==> config.mk <==
export PLATFORM = sky130hd
export DESIGN_NAME = midi_tx_sched_flat
export DESIGN_NICKNAME = d
export VERILOG_FILES = /design/src/rtl/midi_pkg.sv /design/src/rtl/midi_tx_sched_if.sv /design/src/rtl/midi_rr_arbiter.sv /design/src/rtl/midi_tx_sched.sv /design/src/flat_wrapper.sv
export SDC_FILE = /design/constraint.sdc
export NUM_CORES = 1
export LEC_CHECK = 0
export CAP_MARGIN = 25
export CORE_MARGIN = 5
export CORE_UTILIZATION = 47
export DETAILED_ROUTE_END_ITERATION = 7
export PLACE_DENSITY = 0.95
export RECOVER_POWER = 100
export SKIP_LAST_GASP = 1
export SLEW_MARGIN = 0
export SYNTH_ARGS = -nofsm -noshare
export SYNTH_HDL_FRONTEND = slang
export SYNTH_HIERARCHICAL = 1
export SYNTH_SLANG_ARGS = --single-unit
==> constraint.sdc <==
create_clock -name clk -period 8.8 [get_ports clk]
set_clock_uncertainty 0.1 [all_clocks]
set_input_delay 1.76 -clock clk [delete_from_list [all_inputs] [get_ports clk]]
set_output_delay 1.76 -clock clk [all_outputs]
set_load 0.1 [all_outputs]
==> src/rtl/midi_pkg.sv <==
// Shared MIDI scheduler definitions: FSM state encoding, byte type, status-nibble
// constants and small status/data helpers used by the interface and the scheduler.
package midi_pkg;

  typedef logic [7:0] midi_byte_t;

  typedef enum logic [1:0] {
    StIdle,
    StSendSt,
    StSendD1,
    StSendD2
  } midi_state_e;

  localparam logic [3:0] ST_PROG_CHG = 4'hC;
  localparam logic [3:0] ST_CH_PRESS = 4'hD;
  localparam logic [3:0] ST_SYSTEM   = 4'hF;

  // Channel-voice status only: bit7 set and not a system message.
  function automatic logic status_ok(midi_byte_t s);
    return s[7] && (s[7:4] != ST_SYSTEM);
  endfunction

  // Program change and channel pressure carry a single data byte.
  function automatic logic is_two_byte(midi_byte_t s);
    return (s[7:4] == ST_PROG_CHG) || (s[7:4] == ST_CH_PRESS);
  endfunction

  function automatic midi_byte_t data_byte(midi_byte_t b);
    return {1'b0, b[6:0]};
  endfunction

endpackage

==> src/rtl/midi_tx_sched_if.sv <==
// Requester/serializer bundle for midi_tx_sched.
//   master: requester side plus serializer ready (drives req_*, tx_ready)
//   slave : scheduler side (drives req_ack, tx_data, tx_valid, busy, drop_err)
interface midi_tx_sched_if #(
  parameter int unsigned N_REQ = 4
);
  import midi_pkg::*;

  logic       [N_REQ-1:0] req_valid;
  midi_byte_t [N_REQ-1:0] req_status;
  midi_byte_t [N_REQ-1:0] req_data1;
  midi_byte_t [N_REQ-1:0] req_data2;
  logic       [N_REQ-1:0] req_ack;
  midi_byte_t             tx_data;
  logic                   tx_valid;
  logic                   tx_ready;
  logic                   busy;
  logic                   drop_err;

  modport master (
    output req_valid, req_status, req_data1, req_data2, tx_ready,
    input  req_ack, tx_data, tx_valid, busy, drop_err
  );

  modport slave (
    input  req_valid, req_status, req_data1, req_data2, tx_ready,
    output req_ack, tx_data, tx_valid, busy, drop_err
  );

endinterface

==> src/rtl/midi_rr_arbiter.sv <==
// Round-robin requester selection. Searches req_i starting at ptr_i and wrapping;
// returns the first hit as one-hot gnt_o and binary gnt_idx_o; any_o flags a hit.
module midi_rr_arbiter #(
  parameter int unsigned N_REQ = 4,
  localparam int unsigned IdxW = $clog2(N_REQ)
) (
  input  logic [N_REQ-1:0] req_i,
  input  logic [IdxW-1:0]  ptr_i,
  output logic [N_REQ-1:0] gnt_o,
  output logic [IdxW-1:0]  gnt_idx_o,
  output logic             any_o
);

  always_comb begin
    int unsigned idx;
    logic [IdxW-1:0] idx_w;
    gnt_o     = '0;
    gnt_idx_o = '0;
    any_o     = 1'b0;
    idx       = 0;
    idx_w     = '0;
    for (int unsigned k = 0; k < N_REQ; k++) begin
      idx   = (32'(ptr_i) + k) % N_REQ;
      idx_w = IdxW'(idx);
      if (!any_o && req_i[idx_w]) begin
        any_o        = 1'b1;
        gnt_idx_o    = idx_w;
        gnt_o[idx_w] = 1'b1;
      end
    end
  end

endmodule

==> src/rtl/midi_tx_sched.sv <==
// MIDI message scheduler: picks one pending requester round-robin, captures its
// status/data bytes and streams them to a byte serializer over a valid/ready link.
// Optional running status suppresses a repeated status byte; invalid statuses are
// acked and dropped with a drop_err pulse.
//   clk    : system clock
//   rst    : asynchronous active-low reset
//   bus_io : requester inputs, req_ack, tx_data/tx_valid/tx_ready, busy, drop_err
module midi_tx_sched
  import midi_pkg::*;
#(
  parameter int unsigned N_REQ             = 4,
  parameter bit          RUNNING_STATUS_EN = 1'b1
) (
  input  logic            clk,
  input  logic            rst,
  midi_tx_sched_if.slave  bus_io
);

  localparam int unsigned IdxW = $clog2(N_REQ);

  midi_state_e      state_q, state_d;
  logic [IdxW-1:0]  ptr_q, ptr_d;
  midi_byte_t       st_q, st_d;
  midi_byte_t       d1_q, d1_d;
  midi_byte_t       d2_q, d2_d;
  logic             three_q, three_d;
  logic [N_REQ-1:0] ack_q, ack_d;
  logic             drop_q, drop_d;
  midi_byte_t       last_st_q, last_st_d;
  logic             last_vld_q, last_vld_d;

  logic [N_REQ-1:0] gnt;
  logic [IdxW-1:0]  gnt_idx;
  logic             gnt_any;
  midi_byte_t       sel_st;

  midi_rr_arbiter #(
    .N_REQ (N_REQ)
  ) u_arb (
    .req_i     (bus_io.req_valid),
    .ptr_i     (ptr_q),
    .gnt_o     (gnt),
    .gnt_idx_o (gnt_idx),
    .any_o     (gnt_any)
  );

  assign sel_st = bus_io.req_status[gnt_idx];

  always_comb begin
    state_d    = state_q;
    ptr_d      = ptr_q;
    st_d       = st_q;
    d1_d       = d1_q;
    d2_d       = d2_q;
    three_d    = three_q;
    ack_d      = '0;
    drop_d     = 1'b0;
    last_st_d  = last_st_q;
    last_vld_d = last_vld_q;

    unique case (state_q)
      StIdle: begin
        if (gnt_any) begin
          ack_d = gnt;
          ptr_d = (gnt_idx == IdxW'(N_REQ - 1)) ? '0 : gnt_idx + 1'b1;
          if (!status_ok(sel_st)) begin
            drop_d = 1'b1;
          end else begin
            st_d    = sel_st;
            d1_d    = bus_io.req_data1[gnt_idx];
            d2_d    = bus_io.req_data2[gnt_idx];
            three_d = !is_two_byte(sel_st);
            state_d = (RUNNING_STATUS_EN && last_vld_q && (last_st_q == sel_st)) ?
                      StSendD1 : StSendSt;
          end
        end
      end
      StSendSt: begin
        if (bus_io.tx_ready) begin
          last_st_d  = st_q;
          last_vld_d = 1'b1;
          state_d    = StSendD1;
        end
      end
      StSendD1: begin
        if (bus_io.tx_ready) state_d = three_q ? StSendD2 : StIdle;
      end
      StSendD2: begin
        if (bus_io.tx_ready) state_d = StIdle;
      end
      default: state_d = StIdle;
    endcase
  end

  always_ff @(posedge clk or negedge rst) begin
    if (!rst) begin
      state_q    <= StIdle;
      ptr_q      <= '0;
      st_q       <= '0;
      d1_q       <= '0;
      d2_q       <= '0;
      three_q    <= 1'b0;
      ack_q      <= '0;
      drop_q     <= 1'b0;
      last_st_q  <= '0;
      last_vld_q <= 1'b0;
    end else begin
      state_q    <= state_d;
      ptr_q      <= ptr_d;
      st_q       <= st_d;
      d1_q       <= d1_d;
      d2_q       <= d2_d;
      three_q    <= three_d;
      ack_q      <= ack_d;
      drop_q     <= drop_d;
      last_st_q  <= last_st_d;
      last_vld_q <= last_vld_d;
    end
  end

  // Outputs derive from state so reset clears them without waiting for a clock.
  always_comb begin
    bus_io.tx_data = '0;
    unique case (state_q)
      StSendSt: bus_io.tx_data = st_q;
      StSendD1: bus_io.tx_data = data_byte(d1_q);
      StSendD2: bus_io.tx_data = data_byte(d2_q);
      default:  bus_io.tx_data = '0;
    endcase
  end

  assign bus_io.tx_valid = (state_q != StIdle);
  assign bus_io.busy     = (state_q != StIdle);
  assign bus_io.req_ack  = ack_q;
  assign bus_io.drop_err = drop_q;

endmodule

==> src/flat_wrapper.sv <==
// flat-port wrapper written by rule: the top's interface ports become plain ports
module midi_tx_sched_flat import midi_pkg::*;
#(
  parameter int unsigned N_REQ             = 4,
  parameter bit          RUNNING_STATUS_EN = 1'b1
)
  (clk, rst, bus_io_req_valid, bus_io_req_status, bus_io_req_data1, bus_io_req_data2, bus_io_tx_ready, bus_io_req_ack, bus_io_tx_data, bus_io_tx_valid, bus_io_busy, bus_io_drop_err);
  midi_tx_sched_if #(.N_REQ(N_REQ)) bus_io_i ();
  input  logic clk;
  input  logic rst;
  input wire logic [$bits(bus_io_i.req_valid)-1:0] bus_io_req_valid;
  input wire logic [$bits(bus_io_i.req_status)-1:0] bus_io_req_status;
  input wire logic [$bits(bus_io_i.req_data1)-1:0] bus_io_req_data1;
  input wire logic [$bits(bus_io_i.req_data2)-1:0] bus_io_req_data2;
  input wire logic [$bits(bus_io_i.tx_ready)-1:0] bus_io_tx_ready;
  output wire logic [$bits(bus_io_i.req_ack)-1:0] bus_io_req_ack;
  output wire logic [$bits(bus_io_i.tx_data)-1:0] bus_io_tx_data;
  output wire logic [$bits(bus_io_i.tx_valid)-1:0] bus_io_tx_valid;
  output wire logic [$bits(bus_io_i.busy)-1:0] bus_io_busy;
  output wire logic [$bits(bus_io_i.drop_err)-1:0] bus_io_drop_err;
  assign bus_io_i.req_valid = bus_io_req_valid;
  assign bus_io_i.req_status = bus_io_req_status;
  assign bus_io_i.req_data1 = bus_io_req_data1;
  assign bus_io_i.req_data2 = bus_io_req_data2;
  assign bus_io_i.tx_ready = bus_io_tx_ready;
  assign bus_io_req_ack = bus_io_i.req_ack;
  assign bus_io_tx_data = bus_io_i.tx_data;
  assign bus_io_tx_valid = bus_io_i.tx_valid;
  assign bus_io_busy = bus_io_i.busy;
  assign bus_io_drop_err = bus_io_i.drop_err;
  midi_tx_sched #(.N_REQ(N_REQ), .RUNNING_STATUS_EN(RUNNING_STATUS_EN)) u_core (.clk(clk), .rst(rst), .bus_io(bus_io_i));
endmodule
==> out/results.tsv, run 1 <==
stage	metric	value	unit
run_status	status	finished with violations	
run_status	failing checks	max-capacitance violations, max-slew violations	
die	# rows	28	
logic_synthesis	mean post-synth cell area	13.5	um2
timing	Max-slew headroom	-38.5	%
power_and_ir_drop	Comb pwr share	72.8	%
final_layout	share of cells above drive strength 1	15.0	%
route	routed vias/inst	5.79	
critical_path	CP arrival	6.46	ns
final_layout	Final #Nets	427	
clock_tree	Num CTS Buffers	5	
power_and_ir_drop	Switching Fraction	50.4	%
route	DR WL met3	882	um
timing	count of pins over their slew limit	42	
clock_tree	buffer count from post-CTS setup fixing	0	
timing	worst-margin pin slew	2.08	ns
route	top routing layer in use	met4	
timing	# setup viols final	0	
clock_tree	TritonCTS Sinks	41	
clock_tree	CTS Hold Buffers Added	0	
timing	Fin. Hold Viols	0	
power_and_ir_drop	NetSw	0.000885	W
logic_synthesis	Post-Synthesis Cells	213	
final_layout	Synth-to-Final Area Change	37.9	%
logic_synthesis	Synth area leaders	dfrtp_1 36%, mux4_2 18%, mux2_4 8.3%	
global_routing	initial antenna violation count	1	
timing	TNS Setup	0	ns
logic_synthesis	Synth top area share	35.6	%
timing	Max Fclk	157	MHz
job	maximum capacitance violations	1	
logic_synthesis	#FFs+latches synth	41	
die	Initial Util	48.4	%
die	IO Count	118	
global_routing	All-Layer GR Usage	19.3	%
placed_design	DP HPWL	5950	um
power_and_ir_drop	power density cells	442	nW/um2
die	DIE HEIGHT	88.3	um
timing	RSZ-0062 raised after global routing	false	
die	core area	5960	um2
route	met2 wire len	3500	um
final_layout	Fillers	452	
power_and_ir_drop	clock share of power	6.6	%
logic_synthesis	sequential fraction of the synthesis area	35.6	%
placed_design	global placement routability congestion	0.769	
clock_tree	Worst-Skew Late Latency	0.29	ns
logic_synthesis	Yosys top cell by area	dfrtp_1	
global_routing	first-pass GRT wire length	11600	um
clock_tree	TritonCTS clock tree	yes	
placed_design	Buffers on Ports	109	
logic_synthesis	Syn Std Cell Area	2880	um2
critical_path	CP startpoint kind	input pin	
route	drt first pass iters	4	
power_and_ir_drop	sequential power share	20.5	%
critical_path	Req. time, crit path	8.89	ns
logic_synthesis	Warnings, synthesis	6	
clock_tree	H-tree depth	2	
clock_tree	CTS resizes	0	
global_routing	gr ovfl total	0	
route	WL final	7380	um
critical_path	Crit Path Max Fanout	26	
die	Die ar.	7800	um2
timing	Tmin final	6.38	ns
die	width of the die	88.3	um
route	drt wl/cell	18.7	um
min_path	Worst Hold Class	reg2reg	
power_and_ir_drop	Internal Power	0.000871	W
power_and_ir_drop	Leakage	1.57	nW
route	ANT nets after route	0	
power_and_ir_drop	worst vdd ir	0.000369	V
global_routing	vias in the first global route	2418	
logic_synthesis	count of cell types in the netlist	41	
critical_path	crit end category	flip-flop	
route	met1 WL	2900	um
logic_synthesis	net count after synthesis	322	
critical_path	Worst Path Class, Setup	in2reg	
route	first-iteration detailed-routing DRC count	100	
timing	Min Hold Slack	0.391	ns
clock_tree	clock root buffer master	clkbuf_8	
clock_tree	Clock Tree Buf Depth	2	
route	DRC Markers	0	
timing	Tcrit/Tclk final	72.5	%
route	DR vias	2286	
clock_tree	Clock transition at path regs	0.07	ns
global_routing	largest net degree at the start of global routing	42	
## worst max-delay path, stage by stage
cell	delay, ns
dlygate4sd3_1	0.60
mux4_2	0.64
nor4b_1	0.82
nor2_1	0.12
a32o_1	0.33
mux4_2	0.38
nand3_1	0.13
and3_1	0.15
clkbuf_1	0.98
o21ai_0	0.30
and3_1	0.24
## layout make-up
| class | instances | area [um2] | area share, % |
|---|---|---|---|
| multi-input combinational | 152 | 1650 | 41.4 |
| timing repair buffer | 112 | 1100 | 27.7 |
| sequential | 41 | 1030 | 25.8 |
| tap | 75 | 93.8 | 2.36 |
| clock buffer | 6 | 72.6 | 1.83 |
| inverter | 6 | 22.5 | 0.567 |
| clock inverter | 2 | 10.0 | 0.252 |
| antenna | 1 | 2.50 | 0.0630 |
## layer usage
layer | GRT usage, % | vias to the layer above
met1 | 22.0 | 1124
met5 | 0 | -
met3 | 7.26 | 9
met2 | 34.1 | 111
met4 | 4.95 | 0
li1 | - | 1042
## power groups by stage
stage                     clock (W)  sequential [W]  combinational [W]
final                      0.000117        0.000361            0.00128
after CTS                  0.000121        0.000364            0.00138
after floorplan                   0        0.000385            0.00111
after detailed placement          0        0.000368            0.00138
after global placement            0        0.000357            0.00135
after global routing       0.000128        0.000374            0.00137
## cell families after synthesis
logic type / count (synthesis) / synth area share (%)
and+or+nand+nor: 38 / 7.56
DFF: 41 / 35.6
buffers and inverters: 20 / 5.17
xor gates and xnor gates: 7 / 2.13
adders and majority gates: 6 / 2.61
AOI/OAI and AO/OA: 32 / 8.12
muxes: 69 / 38.8
## synth_stat cells (all sizes together)
cell type  instances
a211o              1
a21oi              3
a22o               7
a22oi              8
a32o               1
and2               6
and2b              1
and3               2
buf               11
clkbuf             3
dfrtp             41
ha                 6
inv                6
mux2              38
mux2i              6
mux4              25
nand2             10
nand2b             2
nand3              3
nand3b             2
nand4              1
nor2               6
nor3               1
nor4               1
nor4b              1
o2111ai            1
o211ai             1
o21ai              6
o221ai             1
o311ai             1
o31ai              2
or2                1
or3b               1
xnor2              7
## flip-flops by register name, summed over array words and instances, names as in the netlist
register and count:
u_core/bus_io.drop_err 1, u_core/bus_io.req_ack 4, u_core/d1_q 7, u_core/d2_q 7, u_core/last_st_q 8, u_core/last_vld_q 1, u_core/ptr_q 2, u_core/st_q 8
u_core/state_q 2, u_core/three_q 1
## final timing paths
check,slack [ns],depth (start not counted),start,to
min,0.39,1,u_core/d2_q[6]$_DFFE_PN0P_,u_core/d2_q[6]$_DFFE_PN0P_
min in group asynchronous,1.95,1,rst,u_core/bus_io.req_ack[0]$_DFF_PN0_
min reg2reg,0.39,1,u_core/d2_q[6]$_DFFE_PN0P_,u_core/d2_q[6]$_DFFE_PN0P_
max,2.42,11,bus_io_req_valid[3],u_core/state_q[1]$_DFFE_PN0P_
max reg2reg,3.38,13,u_core/ptr_q[0]$_DFFE_PN0P_,u_core/state_q[1]$_DFFE_PN0P_
max in group asynchronous,5.46,1,rst,u_core/d1_q[2]$_DFFE_PN0P_
## layout by cell type (no fill, tap or decap), types with 2 or more instances in the layout
master	n
xnor2_1	7
nand2_1	10
and2_0	3
nand2b_1	2
ha_1	6
nor2_1	6
a22oi_1	8
and2_1	3
clkbuf_8	5
and3_1	2
dlygate4sd3_1	17
dfrtp_1	41
mux4_1	2
mux2_1	24
clkdlybuf4s50_1	91
nand3_1	3
mux2_2	14
mux4_2	23
a21oi_1	3
o21ai_0	6
inv_1	6
a22o_1	7
nand3b_1	2
mux2i_1	6
clkbuf_1	4
clkinv_2	2
## per-stage QoR
stage / worst slack, ns / power (W) / utilization [%] / instances / cell area [um2]
finish: 2.42 / 0.00176 / 66.7 / 395 / 3970
global route: 2.04 / 0.00187 / 66.7 / 395 / 3970
CTS: 3.28 / 0.00187 / 68.1 / 394 / 4050
detailed placement: 2.95 / 0.00175 / 66.7 / 386 / 3970
global placement: 3.08 / 0.00171 / 66.7 / 386 / 3970
floorplan: 4.15 / 0.00150 / - / 213 / 2880
No activity file was read; power rests on OpenSTA's default activity.
==> run 2: changes to the inputs <==
CORE_UTILIZATION = 39   (was 47)
PLACE_DENSITY = 0.88   (was 0.95)
clock period = 5.15 ns   (was 8.8 ns; I/O delays follow)
==> run 2 against run 1 <==
  * The flow still finishes with violations (max-capacitance violations, max-slew violations)
  * Non-clock buffer count did not move
  * Utilization fell by 10 points
  * Count of clock-buffer cells in the layout fell by 1
  * Combinational power rose by 72%
  * First-iteration DRC count rose by 6.0%
==> out/results.tsv, run 2 (same netlist as run 1, synthesis figures left out) <==
stage	metric	value	unit	change
route	routed vias/inst	5.36		-7.4%
critical_path	slowest stage cell on the critical path	mux4_2		
timing	Max Fclk	219	MHz	
critical_path	CP startpoint kind	input pin		
critical_path	Worst Path Class, Setup	in2reg		
timing	worst-margin pin slew	2.11	ns	+0.0297 ns
power_and_ir_drop	sequential power share	19.6	%	-0.9 points
global_routing	largest net degree at the start of global routing	42		unchanged
die	Initial Util	39.9	%	-8.4 points
min_path	Worst Hold Class	reg2reg		
timing	Fin. Hold Viols	0		unchanged
route	WL final	7470	um	+1.3%
clock_tree	TritonCTS Sinks	41		unchanged
global_routing	first-pass GRT wire length	11800	um	+1.7%
die	Die ar.	9210	um2	+18%
timing	Tmin final	4.57	ns	
route	first-iteration detailed-routing DRC count	106		+6.0%
power_and_ir_drop	Comb pwr share	70.4	%	-2.4 points
route	drt wl/cell	17.9	um	-4.2%
final_layout	Final #Nets	427		unchanged
critical_path	CP arrival	4.64	ns	-1.82 ns
die	IO Count	118		unchanged
clock_tree	clock root buffer master	clkbuf_8		
die	DIE HEIGHT	96.0	um	+8.7%
route	drt first pass iters	4		unchanged
final_layout	commonest cells after routing, fill and taps aside	92 x clkdlybuf4s50_1, 41 x dfrtp_1, 24 x mux2_1		
global_routing	gr ovfl total	0		unchanged
critical_path	Req. time, crit path	5.22	ns	-3.67 ns
critical_path	setup slack, reg-to-reg	0.81	ns	-2.57 ns
route	DR vias	2239		-2.1%
final_layout	Ant. Diodes	0		-1
route	DRC Markers	0		unchanged
power_and_ir_drop	overall power	0.00313	W	+78%
timing	TNS Setup	0	ns	unchanged
power_and_ir_drop	clock share of power	10.0	%	+3.4 points
critical_path	crit end category	flip-flop		
final_layout	share of cells above drive strength 1	16.0	%	+0.94 points
clock_tree	Clock transition at path regs	0.09	ns	+0.02 ns
job	maximum capacitance violations	1		unchanged
die	# rows	31		+11%
final_layout	sequential cell area	1030	um2	unchanged
final_layout	top flop regs	u_core/last_st_q (8), u_core/st_q (8)		
critical_path	CP delay by family, top	multiplexers		
power_and_ir_drop	power density cells	768	nW/um2	+74%
final_layout	Multi-input gate area	1660	um2	+0.84%
power_and_ir_drop	NetSw	0.00154	W	+74%
global_routing	All-Layer GR Usage	16.6	%	-2.6 points
clock_tree	Worst-Skew Late Latency	0.30	ns	about the same
final_layout	most common cell after layout, fill and taps aside	clkdlybuf4s50_1		
run_status	status	finished with violations		
die	width of the die	96.0	um	+8.7%
final_layout	Synth-to-Final Area Change	41.5	%	
power_and_ir_drop	Leakage	1.61	nW	+2.4%
placed_design	Buffers on Ports	109		unchanged
critical_path	max incr delay on CP	0.62	ns	-0.36 ns
timing	Tcrit/Tclk final	88.7	%	
power_and_ir_drop	worst vdd ir	0.000436	V	+18%
timing	RSZ-0062 raised after global routing	false		
global_routing	vias in the first global route	2470		+2.2%
die	core area	7210	um2	+21%
power_and_ir_drop	Internal Power	0.00159	W	+83%
critical_path	Bufs and invs on worst path	2		unchanged
critical_path	Crit Path Max Fanout	24		-7.7%
critical_path	worst path cell trace	dlygate4sd3_1 -> mux4_2 -> and2b_1 -> o21ai_0 -> o31ai_4 -> buf_4 -> mux4_2 -> xnor2_1 -> o2111ai_1 -> o21ai_0 -> o221ai_1		
placed_design	global placement routability congestion	0.746		-3.0%
clock_tree	CTS Hold Buffers Added	0		unchanged
timing	# setup viols final	0		unchanged
placed_design	DP HPWL	5830	um	-1.9%
route	ANT nets after route	0		unchanged
clock_tree	TritonCTS clock tree	yes		
clock_tree	H-tree depth	2		unchanged
clock_tree	CTS resizes	0		unchanged
clock_tree	buffer count from post-CTS setup fixing	0		unchanged
timing	count of pins over their slew limit	42		unchanged
global_routing	initial antenna violation count	0		-1
power_and_ir_drop	Switching Fraction	49.1	%	-1.3 points
run_status	failing checks	max-capacitance violations, max-slew violations		
clock_tree	Clock Tree Buf Depth	2		unchanged
clock_tree	Num CTS Buffers	5		unchanged
timing	Max-slew headroom	-40.5	%	-2.0 points
final_layout	Fillers	613		+36%
==> run 2: metrics by stage <==
step	area, um2	worst slack, ns	instances	hold WS, ns	util (%)
after floorplan	2880	1.23	213	0.344	-
after global placement	4000	0.498	410	0.375	55.5
after detailed placement	4000	0.431	410	0.387	55.5
after CTS	4140	0.740	418	0.411	57.4
after global routing	4080	0.294	418	0.410	56.5
final	4080	0.584	418	0.386	56.5
==> run 2: cell type report <==
class | count | area share [%]
clock buffer | 5 | 1.69
multi-input combinational | 152 | 40.7
timing repair buffer | 112 | 27.2
inverter | 6 | 0.552
sequential | 41 | 25.2
tap | 99 | 3.04
clock inverter | 3 | 1.69
==> run 2: power by group through the flow <==
stage	Clock, W	Sequential [W]	Combinational (W)
finish	0.000312	0.000615	0.00220
global route	0.000333	0.000639	0.00238
CTS	0.000318	0.000619	0.00238
detailed placement	0	0.000624	0.00237
global placement	0	0.000613	0.00232
floorplan	0	0.000658	0.00190
==> run 2: path summary, 6_finish.rpt <==
| check | from | to | depth (start not counted) |
|---|---|---|---|
| max in group asynchronous | rst | u_core/d1_q[0]$_DFFE_PN0P_ | 1 |
| min in group asynchronous | rst | u_core/d2_q[2]$_DFFE_PN0P_ | 1 |
| min | u_core/d2_q[6]$_DFFE_PN0P_ | u_core/d2_q[6]$_DFFE_PN0P_ | 1 |
| max | bus_io_req_valid[3] | u_core/state_q[0]$_DFFE_PN0P_ | 11 |
| max reg2reg | u_core/ptr_q[0]$_DFFE_PN0P_ | u_core/state_q[0]$_DFFE_PN0P_ | 12 |
| min reg2reg | u_core/d2_q[6]$_DFFE_PN0P_ | u_core/d2_q[6]$_DFFE_PN0P_ | 1 |
==> run 2: per-layer routing <==
| layer | vias up | GRT usage [%] | share of wire [%] |
|---|---|---|---|
| li1 | 1034 | - | - |
| met1 | 1113 | 19.0 | 37 |
| met2 | 87 | 30.3 | 51 |
| met3 | 5 | 4.53 | 10 |
| met4 | 0 | 4.62 | 0.98 |
| met5 | - | 0 | 0 |
==> run 3: changes to the inputs <==
RECOVER_POWER = 25   (was 100)
==> run 3 against run 2 <==
  * The flow still finishes with violations (max-capacitance violations, max-slew violations)
  * Critical path depth down 1
  * First-iteration DRC count up 20%
  * Sequential power up 0.8%
  * Utilization up 0.85 points
  * Register-to-register slack better by 0.06 ns
  * Routed wire length up 0.56%
  * Global-route usage unchanged
  * Non-clock buffer count unchanged
==> out/results.tsv, run 3 (same netlist as run 1, synthesis figures left out) <==
stage	metric	value	unit	change
run_status	status	finished with violations		
run_status	failing checks	max-capacitance violations, max-slew violations		
min_path	min-delay src	u_core/d1_q[3]$_DFFE_PN0P_		
timing	Fin. Hold Viols	0		unchanged
timing	RSZ-0062 raised after global routing	false		
final_layout	most common cell after layout, fill and taps aside	clkdlybuf4s50_1		
die	core area	7210	um2	unchanged
die	IO Count	118		unchanged
die	width of the die	96.0	um	unchanged
final_layout	Final #Nets	427		unchanged
critical_path	Crit Path Max Fanout	26		+8.3%
critical_path	Worst Path Class, Setup	in2reg		
placed_design	DP HPWL	5830	um	unchanged
power_and_ir_drop	Leakage	1.63	nW	+1.5%
global_routing	first-pass GRT wire length	11800	um	unchanged
timing	worst setup margin	0.736	ns	+0.152 ns
timing	Max Fclk	227	MHz	+3.5%
clock_tree	CTS Hold Buffers Added	0		unchanged
power_and_ir_drop	worst vdd ir	0.000453	V	+3.9%
power_and_ir_drop	sequential power share	18.8	%	-0.8 points
final_layout	share of cells above drive strength 1	21.3	%	+5.3 points
die	DIE HEIGHT	96.0	um	unchanged
critical_path	crit end category	flip-flop		
clock_tree	clock root buffer master	clkbuf_8		
global_routing	initial antenna violation count	0		unchanged
global_routing	All-Layer GR Usage	16.6	%	unchanged
route	ANT nets after route	0		unchanged
global_routing	largest net degree at the start of global routing	42		unchanged
clock_tree	H-tree depth	2		unchanged
global_routing	vias in the first global route	2470		unchanged
timing	Max-slew headroom	-40.5	%	about the same
route	drt first pass iters	4		unchanged
timing	# setup viols final	0		unchanged
die	Initial Util	39.9	%	unchanged
die	# rows	31		unchanged
placed_design	global placement routability congestion	0.746		unchanged
global_routing	met3 Use GR	4.53	%	unchanged
clock_tree	Clock transition at path regs	0.09	ns	about the same
final_layout	commonest cells after routing, fill and taps aside	108 x clkdlybuf4s50_1, 41 x dfrtp_1, 23 x mux4_2		
critical_path	CP arrival	4.49	ns	-0.15 ns
final_layout	Ant. Diodes	0		unchanged
critical_path	FF-to-FF Start	u_core/ptr_q[0]$_DFFE_PN0P_		
clock_tree	TritonCTS clock tree	yes		
timing	count of pins over their slew limit	42		unchanged
clock_tree	CTS resizes	0		unchanged
clock_tree	Worst-Skew Late Latency	0.30	ns	about the same
power_and_ir_drop	clock share of power	9.5	%	-0.5 points
min_path	Worst Hold Class	reg2reg		
timing	Tcrit/Tclk final	85.7	%	-3.0 points
critical_path	CP startpoint kind	input pin		
placed_design	worst slack at placement	0.431	ns	unchanged
power_and_ir_drop	NetSw	0.00157	W	+2.0%
global_routing	met2 Use GR	30.3	%	unchanged
route	DR vias	2242		+0.13%
final_layout	Synth-to-Final Area Change	43.6	%	
route	DRC Markers	0		unchanged
clock_tree	Num CTS Buffers	5		unchanged
route	routed vias/inst	5.36		+0.13%
final_layout	fin cells	418		unchanged
critical_path	Req. time, crit path	5.23	ns	about the same
final_layout	top flop regs	u_core/last_st_q (8), u_core/st_q (8)		
power_and_ir_drop	Comb pwr share	71.7	%	+1.3 points
power_and_ir_drop	power density cells	797	nW/um2	+3.7%
global_routing	gr ovfl total	0		unchanged
die	Die ar.	9210	um2	unchanged
clock_tree	buffer count from post-CTS setup fixing	0		unchanged
min_path	hold path depth	1		unchanged
timing	worst-margin pin slew	2.11	ns	+0.000190 ns
power_and_ir_drop	Internal Power	0.00173	W	+8.4%
power_and_ir_drop	overall power	0.00330	W	+5.3%
route	WL final	7520	um	+0.56%
critical_path	R2R depth	11		-1
global_routing	met1 Usage GRT	19.0	%	unchanged
route	drt wl/cell	18.0	um	+0.56%
placed_design	Buffers on Ports	109		unchanged
critical_path	setup slack, reg-to-reg	0.87	ns	+0.06 ns
global_routing	grt peak-use layer	met2		
job	maximum capacitance violations	1		unchanged
critical_path	Critical Path Start	bus_io_req_valid[3]		
timing	Tmin final	4.41	ns	-0.152 ns
clock_tree	Clock Tree Buf Depth	2		unchanged
power_and_ir_drop	Switching Fraction	47.6	%	-1.5 points
placed_design	placed cells	410		unchanged
timing	TNS Setup	0	ns	unchanged
route	first-iteration detailed-routing DRC count	127		+20%
clock_tree	TritonCTS Sinks	41		unchanged
run 3: metal layers:
layer | share of wire, % | up-vias
li1 | - | 1031
met1 | 37 | 1110
met2 | 51 | 96
met5 | 0 | -
met4 | 0.97 | 0
met3 | 11 | 5
run 3: cell type report:
class	count	area, um2
Timing Repair Buffer	112	1110
Clock inverter	3	68.8
Inverter	6	22.5
Tap cell	99	124
Multi-Input combinational cell	152	1720
Clock buffer	5	68.8
Sequential cell	41	1030
Fill cell	599	3080
run 3: per-stage QoR:
stage          hold WS [ns]  utilization, %  cell area [um2]
4_1_cts               0.411            57.4             4140
6_report              0.411            57.4             4140
5_1_grt               0.428            57.4             4140
3_3_place_gp          0.375            55.5             4000
2_1_floorplan         0.344               -             2880
3_5_place_dp          0.387            55.5             4000
run 3: path summary, 6_finish.rpt:
check | end
worst min register to register | u_core/d1_q[3]$_DFFE_PN0P_
max in group asynchronous | u_core/d1_q[0]$_DFFE_PN0P_
worst max-delay path | u_core/st_q[0]$_DFFE_PN0P_
worst min-delay path | u_core/d1_q[3]$_DFFE_PN0P_
worst max register to register | u_core/st_q[0]$_DFFE_PN0P_
min in group asynchronous | u_core/d2_q[2]$_DFFE_PN0P_
run 3: power by group through the flow:
stage               Sequential, W  Combinational, W  Clock, W
floorplan                0.000658           0.00190         0
global placement         0.000613           0.00232         0
detailed placement       0.000624           0.00237         0
CTS                      0.000619           0.00238  0.000318
global route             0.000644           0.00253  0.000333
finish                   0.000620           0.00236  0.000312
run 3: worst max-delay path, stage by stage:
cell and delay, ns:
clkdlybuf4s50_1 0.49, mux4_1 0.62, and2b_2 0.28, o21ai_0 0.29
o31ai_4 0.20, mux4_2 0.55, nand3_1 0.13, and3_1 0.16
buf_4 0.37, mux2_1 0.36
